--- config.mk ---
export PLATFORM = sky130hd
export DESIGN_NAME = pc_call_stack
export DESIGN_NICKNAME = d
export VERILOG_FILES = /design/src/rtl/pc_call_stack.sv
export SDC_FILE = /design/constraint.sdc
export NUM_CORES = 1
export LEC_CHECK = 0
export BUFFER_PORTS_ARGS = -buffer_cell sky130_fd_sc_hd__clkbuf_2
export CORE_MARGIN = 4
export CORE_UTILIZATION = 45
export DETAILED_ROUTE_END_ITERATION = 10
export PLACE_DENSITY = 0.59
export SYNTH_ARGS = -nofsm -noshare
export SYNTH_HDL_FRONTEND = slang
export SYNTH_SLANG_ARGS = --single-unit
--- constraint.sdc ---
create_clock -name clk -period 4.1 [get_ports clk]
set_input_delay 0.41 -clock clk [delete_from_list [all_inputs] [get_ports clk]]
set_output_delay 0.41 -clock clk [all_outputs]
set_load 0.02 [all_outputs]
--- src/rtl/pc_call_stack.sv ---
// Return-address stack feeding the PC mux FROM_STACK input.
// CALL pushes PC_COUNT+1, RET exposes the top combinationally for a zero-bubble return.
module pc_call_stack #(
    parameter int DEPTH = 8,
    parameter int AW    = 10
) (
    input  logic                       clk,
    input  logic                       rst_n,
    input  logic                       push,
    input  logic                       pop,
    input  logic                       clr_err,
    input  logic [AW-1:0]              pc_count,
    output logic [AW-1:0]              from_stack,
    output logic [$clog2(DEPTH):0]     count,
    output logic                       empty,
    output logic                       full,
    output logic                       overflow,
    output logic                       underflow
);

    localparam int PW = $clog2(DEPTH);
    localparam int CW = PW + 1;

    logic [AW-1:0] mem [DEPTH];
    logic [CW-1:0] sp;

    logic [PW-1:0] top_idx;
    logic [PW-1:0] free_idx;
    logic [PW-1:0] wr_idx;
    logic [AW-1:0] ret_addr;
    logic          do_push;
    logic          do_pop;
    logic          do_replace;
    logic          push_full;
    logic          pop_empty;
    logic          wr_en;

    always_comb begin
        empty      = (sp == '0);
        full       = (sp == CW'(DEPTH));
        count      = sp;
        top_idx    = PW'(sp - CW'(1));
        free_idx   = PW'(sp);
        ret_addr   = pc_count + AW'(1);
        from_stack = empty ? '0 : mem[top_idx];
    end

    // PUSH+POP on an empty stack degenerates to a plain push and raises no flag.
    always_comb begin
        do_push    = push & ~full & (~pop | empty);
        push_full  = push & ~pop & full;
        do_pop     = pop & ~push & ~empty;
        pop_empty  = pop & ~push & empty;
        do_replace = push & pop & ~empty;
        wr_en      = do_push | do_replace;
        wr_idx     = do_replace ? top_idx : free_idx;
    end

    // Storage is deliberately not reset; entries are invisible while the stack is empty.
    always_ff @(posedge clk) begin
        if (wr_en) begin
            mem[wr_idx] <= ret_addr;
        end
    end

    always_ff @(posedge clk or negedge rst_n) begin
        if (!rst_n) begin
            sp        <= '0;
            overflow  <= 1'b0;
            underflow <= 1'b0;
        end else begin
            if (do_push) begin
                sp <= sp + CW'(1);
            end else if (do_pop) begin
                sp <= sp - CW'(1);
            end
            // Clearing takes effect first, so an error in the same cycle still sticks.
            overflow  <= (overflow  & ~clr_err) | push_full;
            underflow <= (underflow & ~clr_err) | pop_empty;
        end
    end

endmodule

**After elaboration in Yosys (flattened, before gate mapping)**

Memories as Yosys holds them, arrays and structs flattened.
Cells that the tools add are included.

- $add $sub $neg: 3
- Bitwise gates (word level): 20
- Reduce and logical (&&, ||, !) cells: 2
- Equal/unequal tests: 1
- Mux-type cells: 6

Operator list:

| cell | number |
|---|---|
| AND 1 bit | 11 |
| adder 10 x 1 -> 10 bit, second input constant | 1 |
| 2-to-1 mux 10 bit | 1 |
| 2-to-1 mux 4 bit | 2 |
| inverter 1 bit | 5 |
| adder 4 x 1 -> 4 bit, second input constant | 1 |
| equality test 4 bit, second input constant | 1 |
| zero test 4 bit | 1 |
| OR 1 bit | 4 |
| subtractor 4 x 1 -> 4 bit, second input constant | 1 |
| 2-to-1 mux 3 bit | 1 |
| 2-to-1 mux 1 bit | 2 |
| nonzero test 2 bit | 1 |

- Bits of input ports: 15
- Logic and storage cells: 36
- Output and inout port bits: 18
- Memories kept: 1
- Flip-flop bits (word level): 6
- Memory bits (writable): 80

Memory list:

| memory | words | width | read ports | clocked after Yosys merged registers in | wr ports | line | source |
|---|---|---|---|---|---|---|---|
| mem | 8 | 10 | 1 | 0 | 1 | 24 | `logic [AW-1:0] mem [DEPTH];` |

**Depth between registers and ports, before layout**

- Depth after elaboration: 7
- Gate-level depth with buffers: 10
- Depth with buffers taken out: 7

**Worst setup path before layout**

Ideal clock, no wire load.

- Path type: reg2reg
- Start: reg sp[0], in the netlist count[0]
- End: mem mem[0][0] (enable)
- Buffers on the path: 3
- Cell stages (with the launch flop): 11
- Setup time: 390 ps
- Clock period less this slack: 3092 ps
- Path slack: 1008 ps
- Arrival time: 2702 ps
- Data required time: 3710 ps
- Path through: dfrtp_1 -> buf_6 -> buf_2 -> inv_1 -> ha_1 -> buf_6 -> or3b_4 -> clkinv_4 -> o21ai_2 -> o21ai_1 -> nor3_1

- Elaborated cells on any way between the ends: 13
- Classes of those cells: 1 x add/sub; 1 x eq/ne; 3 x mux; 7 x bitwise; 1 x reduce/logical

RTL lines:

| item | line | source |
|---|---|---|
| start, declared | 25 | `logic [CW-1:0] sp;` |
| start signal, assigned | 73 | `sp <= sp + CW'(1);` |
| start signal, assigned | 75 | `sp <= sp - CW'(1);` |
| zero test 4 bit (*) | 39 | `empty = (sp == '0);` |
| via empty | 15 | `output logic empty,` |
| OR 1 bit or inverter 1 bit (tied branches) | 50, 54 |  |
| AND 1 bit, on equally long branches | 50, 54 |  |
| OR 1 bit | 55 | `wr_en = do_push \| do_replace;` |
| 2-to-1 mux 1 bit | 61 | `if (wr_en) begin` |
| 2-to-1 mux 1 bit (implied by the code) | 62 | `mem[wr_idx] <= ret_addr;` |
| end, declared | 24 |  |

The timed path passes the listed nets; every way through them passes the cells marked *.

**Worst setup path after layout**

- Start: reg sp[1], in the netlist count[1]
- End: out from_stack[0]

- Word-level cells in the longest chain between the ends: 3
- Elaborated cells on any way between the ends: 4
- Classes of those cells: 1 x add/sub; 1 x mux; 1 x reduce/logical; 1 x memory

RTL lines:

| item | line | source |
|---|---|---|
| subtractor 4 x 1 -> 4 bit | n/a |  |
| memory (8 x 10 bit) | n/a |  |
| 2-to-1 mux 10 bit (*) | 45 | `from_stack = empty ? '0 : mem[top_idx];` |
| end, declared | 13 | `output logic [AW-1:0] from_stack,` |

Mark *: on every way between the ends. The rest lies on a longest branch, timed or not.

==> flow_summary.ini <==
[synth]
synth_most_common_cell = edfxtp_1
yosys.area_share.xor_xnor_pct = 2.55
post-synth-top-area-fraction_pct = 63.7
synthCells = 215
synth.cell_area_um2 = 3770
yosys_warnings = 0
syn-mean-instance-area_um2 = 17.5
synthAdderAreaFrac_pct = 0.995
synthSimpleGateAreaFrac_pct = 5.90
synth-compound-area-share_pct = 6.24
synth_top_family_by_area = multiplexers
ys_seq_area_share_pct = 67.7
synth_seq_cells = 86
ys_async_sr_fraction_pct = 6.98
synth_cell_types = 41
syn-num-nets = 233
synth.mux.area_fraction_pct = 13.6
synthTopCellsByCount = edfxtp_1, mux4_2, a22o_1
synth_ff_type = edfxtp_1
synthTopCellsByArea = edfxtp_1, mux4_2, dfrtp_1, a22o_1, xnor2_1
synth_area_leader_cell = edfxtp_1
synth_edf_count = 80

[min_path]
min_path_type = in2reg
min_from = clr_err

[placed_design]
place_area_um2 = 4080
place_hpwl_um = 4940
portBuffers = 32
place_congestion = 0.761

[cts]
htree_levels = 3
cts_tree = yes
clkLatencyLatePin_ns = 0.33
cts_sinks = 86
root_buffer = clkbuf_8
cts_buffers = 9
clkTransAtPathRegs_ns = 0.08
cts_resized = 0
clockBufferDepth = 2

[global_route]
grt_use_total_pct = 16.3
grt_pass1_vias = 2142
grt_max_degree = 28
grt.busiest_layer = met2
met3_usage_pct = 5.54
grt_util_met2_pct = 27.0
antenna_found_initial = 0
grt.overflow.total = 0
grt_pass1_wl_um = 12000
grt_use_met1_pct = 21.5

[layout]
final_nets = 278
diodes = 0
drive_gt1_share_pct = 32.5
area_growth_pct = 13.6
fill_cells = 677
final_cell_area_um2 = 4290

[floorplan]
dieArea_um2 = 9910
core_um2 = 8180
fp-row-count = 33
die_x_um = 99.6
die_h_um = 99.6
io_pins = 33
start_util_pct = 46.1

[power_and_ir_drop]
leakage_nw = 1.52
max-vdd-ir-drop_uv = 403
power_density_nw_per_um2 = 770

[detailed_routing]
ant_nets = 0
avgRoutedWirePerCell_um = 20.3
first_pass_iters = 4
drt-total-wl_um = 7520
vias_per_cell = 5.65
drtIter0Drc = 103
drcViolationCount = 0
num_vias = 2089

[critical_path]
critPathArrivalTime_ns = 2.83
timing.rr.start = count[1]$_DFFE_PN0P_
crit_required_ns = 3.69
end_kind = output port
crit_start = count[1]$_DFFE_PN0P_
crit_fanout = 15
cp-start-kind = flop
setup.worst_path.class = reg2out

[sta]
setup_violations = 0
fin_crit_ns = 3.24
hold_slack_ns = 0.369
skew_ns = 0.00640
slew_viol_final = 0
tns_ns = 0
grt_setup_unrepaired = false
worst_pin_slew_ns = 0.825
hold_viol = 0
fin_crit_sh_pct = 79.0
timing.fmax_mhz = 309
slew_headroom_pct = 44.6

[status]
status = complete, no violations

[run]
cap_viol_max_count = 0
[per-layer routing]
metal	up-vias	wire, um
met5	-	0
met2	60	3680
met3	2	447
met1	1072	3370
met4	0	27
li1	955	-
[placed cells by master, fill, tap and decap left out, types with 2 or more instances in the layout]
cell	instances
a21oi_1	2
a22o_1	14
a32oi_1	3
and2b_1	2
buf_4	13
clkbuf_1	2
clkbuf_2	32
clkbuf_8	11
dfrtp_1	6
edfxtp_1	80
ha_1	3
inv_1	7
mux2i_1	5
mux4_2	20
nand2_1	2
nand3_1	8
nor2_1	9
nor2b_1	4
nor3_1	8
xnor2_1	7
xor2_1	4
[logic make-up after synthesis]
family | count (synthesis)
flops | 86
mux | 26
simple gates | 41
xor+xnor | 11
buf+inv | 20
compound gates | 28
fa+ha+maj | 3
[final cells by class]
class | count | area, um2 | area share (%)
timing repair buffer | 46 | 268 | 6.25
inverter | 8 | 35.0 | 0.817
tap | 105 | 131 | 3.06
clock buffer | 14 | 184 | 4.29
sequential | 86 | 2550 | 59.5
multi-input combinational | 109 | 1100 | 25.7
clock inverter | 2 | 12.5 | 0.292
[timing repair]
item / in CTS / in global routing
hold buffers: 1 / 0
setup buffers: 0 / 0
hold endpoints to repair: 6 / 0
[flip-flops by register name, summed over array words and instances (netlist names)]
| name | cells |
|---|---|
| underflow | 1 |
| mem | 80 |
| count | 4 |
| overflow | 1 |
[per-stage QoR]
step | std cells | power, mW | utilization (%) | setup WS [ns]
final | 370 | 3.30 | 52.4 | 0.859
after global routing | 370 | 3.51 | 52.4 | 0.672
after CTS | 370 | 3.35 | 52.4 | 0.810
after detailed placement | 353 | 2.78 | 49.9 | 1.20
after global placement | 353 | 2.77 | 49.9 | 1.20
after floorplan | 215 | 2.33 | - | 1.01
[critical path: stages, from the launching register on]
cell,delay (ns)
dfrtp_1,0.53
inv_1,0.11
ha_1,0.78
buf_4,0.34
mux4_2,0.32
a22o_1,0.25
clkbuf_2,0.15
[final timing paths]
path	end	slack (ns)	depth (start not counted)
setup / recovery	from_stack[0]	0.86	6
max in group asynchronous	count[0]$_DFFE_PN0P_	3.53	2
hold reg to reg	overflow$_DFF_PN0_	0.52	1
hold / removal	underflow$_DFF_PN0_	0.37	3
min in group asynchronous	count[2]$_DFFE_PN0P_	0.42	2
setup reg to reg	mem[7][7]$_DFFE_PP_	1.18	8
[power by group]
part | total [mW] | switching (mW) | internal [mW]
Clock | 0.565 | 0.275 | 0.290
Combinational | 1.54 | 0.888 | 0.653
Sequential | 1.19 | 0.0720 | 1.12
Note: power is estimated with default switching activity, not from simulation.
